--- src/rtl/dmem_arbiter_if.sv ---
// dmem_arbiter_if: bundles the three buses around the data-RAM arbiter.
//   cpu_*  : processor memory port (req/wen/addr/wdata in, stall/rdata out)
//   io_*   : I/O master port (req/lock/wen/addr/wdata in, gnt/rvalid/rdata out)
//   mem_*  : single-port RAM (wen/addr/wdata out, rdata in with 1-cycle latency)
// Modports:
//   slave  : arbiter view
//   master : environment view (CPU, I/O master and RAM together)
interface dmem_arbiter_if #(
   parameter int unsigned ADDR_W = 12,
   parameter int unsigned DATA_W = 32
);
   logic              cpu_req;
   logic              cpu_wen;
   logic [ADDR_W-1:0] cpu_addr;
   logic [DATA_W-1:0] cpu_wdata;
   logic              cpu_stall;
   logic [DATA_W-1:0] cpu_rdata;

   logic              io_req;
   logic              io_lock;
   logic              io_wen;
   logic [ADDR_W-1:0] io_addr;
   logic [DATA_W-1:0] io_wdata;
   logic              io_gnt;
   logic              io_rvalid;
   logic [DATA_W-1:0] io_rdata;

   logic              mem_wen;
   logic [ADDR_W-1:0] mem_addr;
   logic [DATA_W-1:0] mem_wdata;
   logic [DATA_W-1:0] mem_rdata;

   modport slave (
      input  cpu_req, cpu_wen, cpu_addr, cpu_wdata,
      output cpu_stall, cpu_rdata,
      input  io_req, io_lock, io_wen, io_addr, io_wdata,
      output io_gnt, io_rvalid, io_rdata,
      output mem_wen, mem_addr, mem_wdata,
      input  mem_rdata
   );

   modport master (
      output cpu_req, cpu_wen, cpu_addr, cpu_wdata,
      input  cpu_stall, cpu_rdata,
      output io_req, io_lock, io_wen, io_addr, io_wdata,
      input  io_gnt, io_rvalid, io_rdata,
      input  mem_wen, mem_addr, mem_wdata,
      output mem_rdata
   );
endinterface

--- src/rtl/dmem_arbiter.sv ---
// dmem_arbiter: shares the single-port data RAM between the CPU memory port and
// an I/O master. One requester is granted per cycle; the loser is stalled.
// Supports locked I/O bursts (bounded while the CPU waits) and an I/O
// starvation counter that forces an I/O grant after STARVE_MAX denied cycles.
//
// Ports:
//   clock : rising-edge clock
//   reset : asynchronous, active-low reset
//   bus   : dmem_arbiter_if.slave (cpu_*, io_*, mem_* signal groups)
//
// Build option:
//   DMEM_ARB_RR_EN : when defined, simultaneous CPU/I-O requests alternate
//                    (least recently granted wins) and the starvation rule is
//                    removed; starve_cnt stays at 0. Burst rules are unchanged.
module dmem_arbiter #(
   parameter int unsigned ADDR_W     = 12,
   parameter int unsigned DATA_W     = 32,
   parameter int unsigned STARVE_MAX = 8,
   parameter int unsigned BURST_MAX  = 4
) (
   input logic          clock,
   input logic          reset,
   dmem_arbiter_if.slave bus
);

   typedef enum logic [1:0] {ArbIdle, ArbCpu, ArbIo, ArbIoBurst} arb_state_e;
   typedef enum logic [1:0] {OwnNone, OwnCpu, OwnIo} rd_owner_e;

   localparam logic [7:0] StarveMax = 8'(STARVE_MAX);
   localparam logic [7:0] BurstMax  = 8'(BURST_MAX);

   arb_state_e state_q, state_d;
   rd_owner_e  rd_owner_q, rd_owner_d;
   logic [7:0] starve_cnt_q, starve_cnt_d;
   logic [7:0] burst_cnt_q, burst_cnt_d;

   logic cpu_granted;
   logic io_granted;
   logic rule_burst;

`ifdef DMEM_ARB_RR_EN
   // Set when the I/O master was the most recent winner.
   logic last_io_q, last_io_d;
`else
   logic rule_starve;
`endif

   // ---------------------------------------------------------------------
   // Grant decision (combinational, one-hot or none)
   // ---------------------------------------------------------------------
   always_comb begin
      rule_burst = (state_q == ArbIoBurst) && bus.io_req && bus.io_lock &&
                   (!bus.cpu_req || (burst_cnt_q < BurstMax));
`ifdef DMEM_ARB_RR_EN
      // On contention the requester that did not win last time gets the RAM.
      io_granted = rule_burst || (bus.io_req && (!bus.cpu_req || !last_io_q));
`else
      rule_starve = (starve_cnt_q == StarveMax) && bus.io_req;
      io_granted  = rule_burst || rule_starve || (bus.io_req && !bus.cpu_req);
`endif
      cpu_granted = bus.cpu_req && !io_granted;
   end

   // ---------------------------------------------------------------------
   // Next-state logic
   // ---------------------------------------------------------------------
   always_comb begin
      state_d      = ArbIdle;
      burst_cnt_d  = burst_cnt_q;
      starve_cnt_d = starve_cnt_q;
      rd_owner_d   = OwnNone;

      if (io_granted) begin
         state_d = bus.io_lock ? ArbIoBurst : ArbIo;
      end else if (cpu_granted) begin
         state_d = ArbCpu;
      end

      // Entry beat of a burst restarts the count; only beats taken while the
      // CPU is waiting are counted against BURST_MAX.
      if ((state_d == ArbIoBurst) && (state_q != ArbIoBurst)) begin
         burst_cnt_d = '0;
      end else if ((state_q == ArbIoBurst) && io_granted && bus.io_lock && bus.cpu_req &&
                   (burst_cnt_q < BurstMax)) begin
         burst_cnt_d = burst_cnt_q + 8'd1;
      end

`ifdef DMEM_ARB_RR_EN
      starve_cnt_d = '0;
`else
      if (!bus.io_req || io_granted) begin
         starve_cnt_d = '0;
      end else if (starve_cnt_q < StarveMax) begin
         starve_cnt_d = starve_cnt_q + 8'd1;
      end
`endif

      if (io_granted && !bus.io_wen) begin
         rd_owner_d = OwnIo;
      end else if (cpu_granted && !bus.cpu_wen) begin
         rd_owner_d = OwnCpu;
      end
   end

`ifdef DMEM_ARB_RR_EN
   always_comb begin
      last_io_d = last_io_q;
      if (io_granted) begin
         last_io_d = 1'b1;
      end else if (cpu_granted) begin
         last_io_d = 1'b0;
      end
   end
`endif

   // ---------------------------------------------------------------------
   // State registers
   // ---------------------------------------------------------------------
   always_ff @(posedge clock or negedge reset) begin
      if (!reset) begin
         state_q      <= ArbIdle;
         rd_owner_q   <= OwnNone;
         starve_cnt_q <= '0;
         burst_cnt_q  <= '0;
      end else begin
         state_q      <= state_d;
         rd_owner_q   <= rd_owner_d;
         starve_cnt_q <= starve_cnt_d;
         burst_cnt_q  <= burst_cnt_d;
      end
   end

`ifdef DMEM_ARB_RR_EN
   // Reset as if I/O won last, so the CPU takes the first contended cycle.
   always_ff @(posedge clock or negedge reset) begin
      if (!reset) begin
         last_io_q <= 1'b1;
      end else begin
         last_io_q <= last_io_d;
      end
   end
`endif

   // ---------------------------------------------------------------------
   // RAM mux and requester responses
   // ---------------------------------------------------------------------
   logic [ADDR_W-1:0] mem_addr;
   logic [DATA_W-1:0] mem_wdata;
   logic              mem_wen;

   always_comb begin
      mem_wen   = 1'b0;
      mem_addr  = '0;
      mem_wdata = '0;
      if (io_granted) begin
         mem_wen   = bus.io_wen;
         mem_addr  = bus.io_addr;
         mem_wdata = bus.io_wdata;
      end else if (cpu_granted) begin
         mem_wen   = bus.cpu_wen;
         mem_addr  = bus.cpu_addr;
         mem_wdata = bus.cpu_wdata;
      end
   end

   assign bus.mem_wen   = mem_wen;
   assign bus.mem_addr  = mem_addr;
   assign bus.mem_wdata = mem_wdata;

   assign bus.cpu_stall = bus.cpu_req && !cpu_granted;
   assign bus.io_gnt    = io_granted;
   assign bus.io_rvalid = (rd_owner_q == OwnIo);
   assign bus.cpu_rdata = bus.mem_rdata;
   assign bus.io_rdata  = bus.mem_rdata;

endmodule

--- src/flat_wrapper.sv ---
// flat-port wrapper written by rule: the top's interface ports become plain ports
module dmem_arbiter_flat 
#(
   parameter int unsigned ADDR_W     = 12,
   parameter int unsigned DATA_W     = 32,
   parameter int unsigned STARVE_MAX = 8,
   parameter int unsigned BURST_MAX  = 4
)
  (clock, reset, bus_cpu_req, bus_cpu_wen, bus_cpu_addr, bus_cpu_wdata, bus_cpu_stall, bus_cpu_rdata, bus_io_req, bus_io_lock, bus_io_wen, bus_io_addr, bus_io_wdata, bus_io_gnt, bus_io_rvalid, bus_io_rdata, bus_mem_wen, bus_mem_addr, bus_mem_wdata, bus_mem_rdata);
  dmem_arbiter_if #(.ADDR_W(ADDR_W), .DATA_W(DATA_W)) bus_i ();
  input logic clock;
  input logic reset;
  input wire logic [$bits(bus_i.cpu_req)-1:0] bus_cpu_req;
  input wire logic [$bits(bus_i.cpu_wen)-1:0] bus_cpu_wen;
  input wire logic [$bits(bus_i.cpu_addr)-1:0] bus_cpu_addr;
  input wire logic [$bits(bus_i.cpu_wdata)-1:0] bus_cpu_wdata;
  output wire logic [$bits(bus_i.cpu_stall)-1:0] bus_cpu_stall;
  output wire logic [$bits(bus_i.cpu_rdata)-1:0] bus_cpu_rdata;
  input wire logic [$bits(bus_i.io_req)-1:0] bus_io_req;
  input wire logic [$bits(bus_i.io_lock)-1:0] bus_io_lock;
  input wire logic [$bits(bus_i.io_wen)-1:0] bus_io_wen;
  input wire logic [$bits(bus_i.io_addr)-1:0] bus_io_addr;
  input wire logic [$bits(bus_i.io_wdata)-1:0] bus_io_wdata;
  output wire logic [$bits(bus_i.io_gnt)-1:0] bus_io_gnt;
  output wire logic [$bits(bus_i.io_rvalid)-1:0] bus_io_rvalid;
  output wire logic [$bits(bus_i.io_rdata)-1:0] bus_io_rdata;
  output wire logic [$bits(bus_i.mem_wen)-1:0] bus_mem_wen;
  output wire logic [$bits(bus_i.mem_addr)-1:0] bus_mem_addr;
  output wire logic [$bits(bus_i.mem_wdata)-1:0] bus_mem_wdata;
  input wire logic [$bits(bus_i.mem_rdata)-1:0] bus_mem_rdata;
  assign bus_i.cpu_req = bus_cpu_req;
  assign bus_i.cpu_wen = bus_cpu_wen;
  assign bus_i.cpu_addr = bus_cpu_addr;
  assign bus_i.cpu_wdata = bus_cpu_wdata;
  assign bus_cpu_stall = bus_i.cpu_stall;
  assign bus_cpu_rdata = bus_i.cpu_rdata;
  assign bus_i.io_req = bus_io_req;
  assign bus_i.io_lock = bus_io_lock;
  assign bus_i.io_wen = bus_io_wen;
  assign bus_i.io_addr = bus_io_addr;
  assign bus_i.io_wdata = bus_io_wdata;
  assign bus_io_gnt = bus_i.io_gnt;
  assign bus_io_rvalid = bus_i.io_rvalid;
  assign bus_io_rdata = bus_i.io_rdata;
  assign bus_mem_wen = bus_i.mem_wen;
  assign bus_mem_addr = bus_i.mem_addr;
  assign bus_mem_wdata = bus_i.mem_wdata;
  assign bus_i.mem_rdata = bus_mem_rdata;
  dmem_arbiter #(.ADDR_W(ADDR_W), .DATA_W(DATA_W), .STARVE_MAX(STARVE_MAX), .BURST_MAX(BURST_MAX)) u_core (.clock(clock), .reset(reset), .bus(bus_i));
endmodule
--- config.mk ---
export PLATFORM = sky130hd
export DESIGN_NAME = dmem_arbiter_flat
export DESIGN_NICKNAME = d
export VERILOG_FILES = /design/src/rtl/dmem_arbiter_if.sv /design/src/rtl/dmem_arbiter.sv /design/src/flat_wrapper.sv
export SDC_FILE = /design/constraint.sdc
export NUM_CORES = 1
export LEC_CHECK = 0
export BUFFER_PORTS_ARGS = -buffer_cell sky130_fd_sc_hd__buf_4
export CAP_MARGIN = 20
export CORE_AREA = 2 2 92 94
export CTS_CLUSTER_DIAMETER = 60
export DETAILED_ROUTE_END_ITERATION = 10
export DIE_AREA = 0 0 94 96
export GPL_ROUTABILITY_DRIVEN = 0
export HOLD_SLACK_MARGIN = 0.02
export PLACE_DENSITY = 0.72
export SYNTH_ARGS = -nofsm -noshare
export SYNTH_HDL_FRONTEND = slang
export SYNTH_SLANG_ARGS = --single-unit
--- constraint.sdc ---
create_clock -name clock -period 6.8 [get_ports clock]
set_input_delay 1.02 -clock clock [delete_from_list [all_inputs] [get_ports clock]]
set_output_delay 1.02 -clock clock [all_outputs]
set_load 0.05 [all_outputs]
# Word level (Yosys, flattened, before mapping)
# Index checks and enable logic that the tools add are counted.
# Widths: inputs -> output; s select.
# word_totals
ff_bits,20
in_bits,127
output_inout_bits,112
# op_classes
add_sub_neg,2
order_cmp,2
n_eq_ne,5
muxes,15
reduce_logical,26
# ops
op,n
$mux 32,2
$mux 8,4
$mux 12,2
$add 8x1->8 const B,2
$logic_and 1x1->1,14
$eq 8x4->1 const B,1
$lt 8x3->1 const B,1
$lt 8x4->1 const B,1
$eq 2x2->1 const B,3
$logic_not 1->1,6
$mux 1,5
$logic_or 1x1->1,4
$mux 2,2
$reduce_bool 2->1,2
$ne 2x2->1 const B,1

# Logic depth before layout (Yosys ltp)
# Gate-level depths: netlist (run 1).
# depth
word_depth,13
mapped_depth,8
depth_no_buf,6

# Least setup slack after synthesis (run 1)
# OpenSTA, ideal clock, no wires.
# synth_timing
kind,in2out
from,input port bus_cpu_req
to,output port bus_cpu_stall
arrival_ns,2.461
required_ns,5.780
path_slack_ns,3.319
path_stages,3
path_buffers,1
path_cell_list,clkbuf_1 > inv_1 > nor3_1
# synth_via
elab_chain_cells,9
# synth_lines
item,line,text
start: declaration,flat_wrapper.sv:13,input wire logic [$bits(bus_i.cpu_req)-1:0] bus_cpu_req;
$logic_not 1->1,"dmem_arbiter.sv:53, dmem_arbiter.sv:59",
$logic_or 1x1->1,dmem_arbiter.sv:53,(!bus.cpu_req || (burst_cnt_q < BurstMax));
$logic_and 1x1->1,dmem_arbiter.sv:52,rule_burst = (state_q == ArbIoBurst) && bus.io_req && bus.io_lock &&
$logic_or 1x1->1 (2 in a row),dmem_arbiter.sv:59,io_granted = rule_burst || rule_starve || (bus.io_req && !bus.cpu_req);
$logic_not 1->1,dmem_arbiter.sv:61,cpu_granted = bus.cpu_req && !io_granted;
$logic_and 1x1->1,dmem_arbiter.sv:61,
$logic_not 1->1,dmem_arbiter.sv:170,assign bus.cpu_stall = bus.cpu_req && !cpu_granted;
$logic_and 1x1->1 (*),dmem_arbiter.sv:170,
end: declaration,flat_wrapper.sv:17,output wire logic [$bits(bus_i.cpu_stall)-1:0] bus_cpu_stall;
# Mark *: on every way between the ends. The rest lies on a longest branch, timed or not.

# Worst setup path in the final report (run 1)
# layout_timing
from,register u_core.starve_cnt_q[7]
to,output port bus_mem_addr[0]
# layout_via
elab_chain_cells,8
# layout_lines
item,line,text
start: declaration,dmem_arbiter.sv:34,"logic [7:0] starve_cnt_q, starve_cnt_d;"
start signal: assignment,dmem_arbiter.sv:128,starve_cnt_q <= starve_cnt_d;
$eq 8x4->1 (*),dmem_arbiter.sv:58,rule_starve = (starve_cnt_q == StarveMax) && bus.io_req;
$logic_and 1x1->1 (*),dmem_arbiter.sv:58,
$logic_or 1x1->1 (*) (2 in a row),dmem_arbiter.sv:59,
$logic_not 1->1,dmem_arbiter.sv:61,
$logic_and 1x1->1,dmem_arbiter.sv:61,
$mux 12,dmem_arbiter.sv:159,end else if (cpu_granted) begin
$mux 12 (*),dmem_arbiter.sv:155,if (io_granted) begin
end: declaration,flat_wrapper.sv:28,output wire logic [$bits(bus_i.mem_addr)-1:0] bus_mem_addr;
# Marked as above.

==> Implementation_results.wiki, run 1 <==
{| class="wikitable"
! Metric !! Value
|-
| Result of the run || completed
|-
| Biggest area consumer among synthesized cells || dfrtp_1
|-
| First-pass GRT wire length || between 9000 and 10,000 um
|-
| Leakage power of the design || roughly 1.3 nW
|-
| Clock sink total || 20
|-
| Share of async-settable or async-resettable flops after synthesis || 1.00
|-
| Cell types with the largest area share after synthesis || dfrtp_1, buf_4, a32o_1
|-
| Hold Startpoint || u_core.burst_cnt_q[6]
|-
| Via count of the first global-routing pass || 1,728
|-
| Clock transition at the registers of the reported paths || around 0.070 ns
|-
| Total Routing Usage GR || 0.145
|-
| Maximum number of pins on one net before global-route repair || 50
|-
| Final nets || 405
|-
| Startpoint of the most critical register-to-register path || u_core.starve_cnt_q[7]
|-
| #FFs+latches synth || 20
|-
| Number of antenna-violating nets in the routed design || 0
|-
| Max_slew headroom || 0.584
|-
| Final worst-path cycle share || 0.565
|-
| Non-filler instance count after layout || ~380
|-
| Average via count per standard cell || 4.92
|-
| Post-Syn Area per Cell || 9.29 um^2
|-
| Fill cell total of the finished layout || 838
|-
| Antenna violations before repair || 0
|-
| Chip height || ~96 um
|-
| Die Area || around 9000 um^2
|-
| Cell Pwr Density || 167 nW/um^2
|-
| Global-route congestion overflow total || 0
|-
| Setup fix buffers added after clock tree synthesis || 0
|-
| Length of the first detailed-routing pass in iterations || 4
|-
| Data arrival at the endpoint of the critical path || 2.82 ns
|-
| Finished Core Util || 0.331
|-
| Resized cells post-CTS || 0
|-
| Post-synthesis cell area || 1910 um^2
|-
| Worst-skew pair later-pin latency || 0.26 ns
|-
| Capturing point of the worst reg2reg path || u_core.rd_owner_q[0]
|-
| EDFF count, synth || 0
|-
| Dominant cell by count in the synthesized netlist || buf_4
|-
| Fraction of post-synthesis cell area in the top cell type by area || 0.261
|-
| Number of max-slew violations in the final report || 0
|-
| RSZ-0062 raised after global routing || no
|-
| Num CTS Buffers || 3
|-
| Routed wire length || 7330 um
|-
| Number of I/O port buffers || between 100 and 150
|-
| Critical Path Start Type || flip-flop
|-
| Skew final || 0.00620 ns
|-
| CP Capture Type || output pin
|-
| Commonest cells in the netlist || buf_4, a32o_1, dfrtp_1, clkbuf_1, nor2_1
|-
| Number of DRC violations after detailed routing || 0
|-
| Number of buffers added to fix hold violations after cts || 0
|-
| Worst Hold Path EP || u_core.burst_cnt_q[6]
|-
| Root buffer selected by CTS || clkbuf_8
|-
| Overall via count from detail_route || between 1,500 and 2,000
|-
| Number of buffers on the longest clock path || 2
|-
| Max Clk Rate || 260 MHz
|-
| Width of the chip || 94 um
|-
| Synthesized instance count || ~210
|-
| Worst hold path type || flip-flop to flip-flop
|-
| Data required time of the worst path || between 5 and 6 ns
|-
| Total number of placement rows || 33
|-
| Placed cell count || 374
|-
| Max-cap violation count || 0
|-
| Cell depth of the worst flop-to-flop path || 5
|-
| Max VDD drop || 0.0554 mV
|-
| Worst Hold Depth || 1
|-
| Mapped Nets || ~340
|-
| Minimum clock period || 3.84 ns
|-
| IO Pins || 239
|-
| Effective utilization at floorplan || 0.238
|-
| Register area share after synthesis || 0.261
|-
| Routed WL per cell || just under 20 um
|-
| Count of distinct cell types in the synthesized netlist || 32
|-
| Max FO, Critical Path || 29
|-
| Setup-failing EPs final || 0
|-
| Worst Max-Slew Pin Slew || 0.622 ns
|-
| Main flop type after synthesis || dfrtp_1
|-
| Initial DRC Count || 109
|-
| TritonCTS clock tree || yes
|-
| H-Tree Level Count || 1
|-
| Number of warnings issued by yosys || 0
|-
| Total count of hold-check failures in the final report || 0
|-
| Share of layout cells above drive strength 1 || 0.555
|-
| Antenna diode count || 0
|-
| Detail Placement HPWL || 6050 um
|-
| Core Area || a little over 8000 um^2
|-
| CP Class || flip-flop to output pin
|-
| Fin Setup TNS || 0 ns
|-
| Growth of design area from synthesis to finish || 39.2%
|-
| Reg-to-reg slack, setup || 4.49 ns
|}
==> final cells by class <==
cell class,instances,area (um^2),area share
Clock buffer,4,55.1,0.0207
Inverter,4,15.0,0.00563
Multi-Input combinational cell,102,842,0.316
Sequential cell,20,500,0.188
Tap cell,105,131,0.0493
Timing Repair Buffer,144,1120,0.421
==> per-layer routing <==
layer,wire (um),up-vias,track usage
met4,107,0,0.0386
met5,0,-,0
met2,3740,131,0.240
met1,2730,868,0.175
li1,-,853,-
met3,755,11,0.0587
==> how the worst max path moves through the flow <==
stage / start / endpoint / slack, ns / depth (start not counted)
floorplan: bus_cpu_req / bus_cpu_stall / 3.32 / 3
global placement: bus_cpu_req / bus_mem_addr[11] / 2.77 / 5
detailed placement: bus_io_lock / bus_mem_addr[11] / 2.93 / 5
CTS: bus_io_lock / bus_mem_addr[11] / 2.92 / 5
global route: u_core.starve_cnt_q[7] / bus_mem_addr[11] / 2.81 / 6
finish: u_core.starve_cnt_q[7] / bus_mem_addr[0] / 2.96 / 6
==> cell families after synthesis <==
group                      synth area share
buffers and inverters                 0.308
AOI/OAI and AO/OA                     0.279
muxes                                0.0105
adders and majority gates            0.0196
xor gates and xnor gates            0.00915
and+or+nand+nor                       0.112
DFF                                   0.261
==> per-stage QoR <==
step / setup slack (ns) / hold slack [ns] / area, um^2 / power, mW
after floorplan: 3.32 / 0.454 / 1910 / 0.366
after global placement: 2.77 / 0.472 / 2550 / 0.353
after detailed placement: 2.93 / 0.480 / 2580 / 0.358
after CTS: 2.92 / 0.503 / 2640 / 0.448
after global routing: 2.81 / 0.517 / 2670 / 0.465
final: 2.96 / 0.497 / 2670 / 0.445
==> power by group <==
part	switching, mW	leakage [nW]	internal, mW	total (mW)
clock network	0.0373	0.0288	0.0515	0.0889
logic	0.135	0.994	0.0916	0.227
registers	0.00446	0.271	0.125	0.129
==> placed cells by master (no fill, tap or decap) <==
cell and count:
o21ai_4 1, nor2b_1 1, dfrtp_1 20, mux2i_1 2
o31ai_1 1, a21oi_4 1, and2_1 6, or4_4 1
or3_4 1, nor4_1 1, and4_1 1, o221ai_1 1
buf_16 2, nor3_1 4, and3_1 5, a21o_1 1
o2bb2ai_1 2, nor3b_1 1, a32o_1 46, nand2_1 4
xnor2_1 2, o21ai_0 1, clkbuf_8 4, ha_1 3
a21oi_1 1, o31a_1 1, nand3_1 3, nor2_1 10
inv_1 4, buf_4 142, nand4_1 1
==> worst max-delay path, cell delays in order (launching register included) <==
cell and delay (ns):
dfrtp_1 0.38, or4_4 0.58, o31a_1 0.37, a21oi_4 0.55, buf_16 0.25, a32o_1 0.19
buf_4 0.22
==> sequential cells by signal (all words and copies together) (netlist names) <==
register / count
u_core.burst_cnt_q: 8
u_core.rd_owner_q: 2
u_core.starve_cnt_q: 8
u_core.state_q: 2
Note: power is estimated with default switching activity, not from simulation.
==> run 2: changes to the inputs <==
Settings changed: CORE_AREA 2 2 92 94 to 2 2 93 95, DIE_AREA 0 0 94 96 to 0 0 95 97, PLACE_DENSITY 0.72 to 0.73.
Clock period 6.8 ns to 3.1 ns, I/O delays scaled along.
==> run 2 against run 1 <==
  * Via count grew 1.7%
  * Cell area grew 0.14%
  * Count of clock-buffer cells in the layout shrank 1
  * Clock power grew to 2.9 times the previous value
  * Hold slack lost 0.43 ns
  * Sequential cell count is the same
  * Sequential share of layout area is essentially flat
  * Cell count grew 0.53%
==> Implementation_results.wiki, run 2 (synthesized netlist as in run 1, its figures left out) <==
{| class="wikitable"
! Metric !! Value
|-
| First-pass GRT wire length || 10,100 um (+1.2%)
|-
| Core Area || 8130 um^2 (+1.0%)
|-
| Comb power frac || 0.476 (-0.034)
|-
| Switching pwr || 0.397 mW (+120%)
|-
| Number of DRC violations after detailed routing || 0 (unchanged)
|-
| Clock share of power || 0.252 (+0.052)
|-
| Number of antenna-violating nets in the routed design || 0 (unchanged)
|-
| Clock sink total || 20 (unchanged)
|-
| Effective utilization at floorplan || 0.235 (-0.00241)
|-
| Share of layout cells above drive strength 1 || 0.558 (+0.00323)
|-
| IO Pins || 239 (unchanged)
|-
| Post-placement cell area || 2580 um^2 (-0.19%)
|-
| CP Capture Type || output pin
|-
| Number of buffers added to fix hold violations after cts || 0 (unchanged)
|-
| Top library cells by usage in the layout, fill and taps aside || buf_4, a32o_1, dfrtp_1
|-
| Antenna diode count || 0 (unchanged)
|-
| Registers with the highest flip-flop counts || u_core.burst_cnt_q x8, u_core.starve_cnt_q x8
|-
| Skew final || 0.000923 ns (-0.00528 ns)
|-
| Total Routing Usage GR || 0.135 (-0.00941)
|-
| Switching Share || 0.381 (-0.0168)
|-
| Data arrival at the endpoint of the critical path || 2.54 ns (-0.28 ns)
|-
| Final worst hold slack || 0.0634 ns (-0.433 ns)
|-
| Setup fix buffers added after clock tree synthesis || 0 (unchanged)
|-
| Worst Max-Slew Pin Slew || 0.461 ns (-0.161 ns)
|-
| Leakage power of the design || 1.30 nW (+0.51%)
|-
| Worst-skew pair later-pin latency || 0.26 ns (about the same)
|-
| Finished Core Util || 0.328 (-0.00290)
|-
| Most common cell after layout, fill and taps aside || buf_4
|-
| Final critical-path setup slack || 0.0943 ns (-2.86 ns)
|-
| Power share of the sequential group || 0.273 (-0.017)
|-
| Met3 layer wire length in the routed design || 778 um (+3.0%)
|-
| Minimum clock period || 3.01 ns
|-
| Die Area || 9220 um^2 (+2.1%)
|-
| Routed wire length || 6610 um (-9.9%)
|-
| Maximum number of pins on one net before global-route repair || 46 (-8.0%)
|-
| Max_slew headroom || 0.690 (+0.106)
|-
| Fin Setup TNS || 0 ns (unchanged)
|-
| Overall via count from detail_route || 1,895 (+1.7%)
|-
| Fill cell total of the finished layout || 827 (-1.3%)
|-
| Average via count per standard cell || 4.97 (+1.2%)
|-
| Number of max-slew violations in the final report || 0 (unchanged)
|-
| Placed cell count || 376 (+0.53%)
|-
| Max Clk Rate || 333 MHz
|-
| Met2 wire length || 3250 um (-13%)
|-
| Non-filler instance count after layout || 381 (+0.53%)
|-
| Area used by multi-input combinational logic || 842 um^2 (unchanged)
|-
| Routed WL per cell || 17.3 um (-10%)
|-
| RSZ-0062 raised after global routing || no
|-
| Resized cells post-CTS || 0 (unchanged)
|-
| Max-cap violation count || 0 (unchanged)
|-
| Total power after layout || 1.04 mW (+130%)
|-
| Final nets || 407 (+0.49%)
|-
| Total count of hold-check failures in the final report || 0 (unchanged)
|-
| Num CTS Buffers || 3 (unchanged)
|-
| Chip height || 97 um (+1.0%)
|-
| Antenna violations before repair || 0 (unchanged)
|-
| Final worst-path cycle share || 0.970
|-
| Metal1 wirelength || 2530 um (-7.2%)
|-
| H-Tree Level Count || 1 (unchanged)
|-
| Length of the first detailed-routing pass in iterations || 4 (unchanged)
|-
| Cell Pwr Density || 390 nW/um^2 (+130%)
|-
| Data required time of the worst path || 2.63 ns (-3.15 ns)
|-
| Result of the run || completed
|-
| Global-route congestion overflow total || 0 (unchanged)
|-
| Max VDD drop || 0.195 mV (+250%)
|-
| TritonCTS clock tree || yes
|-
| Setup-failing EPs final || 0 (unchanged)
|-
| Width of the chip || 95 um (+1.1%)
|-
| Cell-internal power || 0.645 mW (+140%)
|-
| Clock transition at the registers of the reported paths || 0.07 ns (about the same)
|-
| Total number of placement rows || 33 (unchanged)
|-
| Growth of design area from synthesis to finish || 39.4%
|-
| Worst hold path type || input pin to async pin
|-
| CP Class || flip-flop to output pin
|-
| Number of buffers on the longest clock path || 2 (unchanged)
|-
| Max FO, Critical Path || 26 (-10%)
|-
| Detail Placement HPWL || 5310 um (-12%)
|-
| Cell area after layout || 2670 um^2 (+0.14%)
|-
| Total area of sequential cells || 500 um^2 (unchanged)
|-
| Via count of the first global-routing pass || 1,850 (+7.1%)
|-
| Number of I/O port buffers || 142 (unchanged)
|-
| Top layer used by detailed routing || met4
|-
| Minimum setup slack after placement || 0.335 ns (-2.59 ns)
|-
| Root buffer selected by CTS || clkbuf_8
|-
| Initial DRC Count || 80 (-27%)
|-
| Critical Path Start Type || flip-flop
|}
==> run 2: cell types whose count changed in the layout (fill, tap and decap cells not counted) <==
| cell | delta |
|---|---|
| bufinv_16 | +1 |
| buf_16 | -2 |
| buf_12 | +1 |
| buf_4 | +3 |
| clkbuf_8 | -1 |
==> run 2: cell type report <==
class	count	area share
clock inverter	1	0.0113
tap	105	0.0492
clock buffer	3	0.0155
inverter	4	0.00563
multi-input combinational	102	0.316
timing repair buffer	146	0.415
sequential	20	0.188
==> run 2: power by group through the flow <==
stage               Combinational [mW]  Clock, mW  Sequential, mW
floorplan                        0.517          0           0.286
global placement                 0.489          0           0.287
detailed placement               0.493          0           0.288
CTS                              0.495      0.264           0.283
global route                     0.520      0.277           0.285
finish                           0.496      0.262           0.284
==> run 2: worst paths after layout <==
check / startpoint / end / slack (ns) / depth (start not counted)
max: u_core.starve_cnt_q[7] / bus_mem_wdata[12] / 0.09 / 6
min: reset / u_core.burst_cnt_q[7] / 0.06 / 1
max reg2reg: u_core.starve_cnt_q[7] / u_core.burst_cnt_q[2] / 1.01 / 4
min reg2reg: u_core.burst_cnt_q[6] / u_core.burst_cnt_q[6] / 0.50 / 1
max in group asynchronous: reset / u_core.burst_cnt_q[1] / 2.83 / 1
min in group clock: bus_cpu_wen / u_core.rd_owner_q[0] / 0.37 / 2
==> run 2: per-layer routing <==
layer	up-vias	GRT usage
met4	0	0.0212
met5	-	0
li1	856	-
met2	153	0.228
met1	881	0.172
met3	5	0.0413
==> run 2: worst max-delay path: stages (launching register included) <==
cell and delay [ns]:
dfrtp_1 0.39, or4_4 0.58, o31a_1 0.38, a21oi_4 0.18
buf_4 0.30, a32o_1 0.22, buf_4 0.21
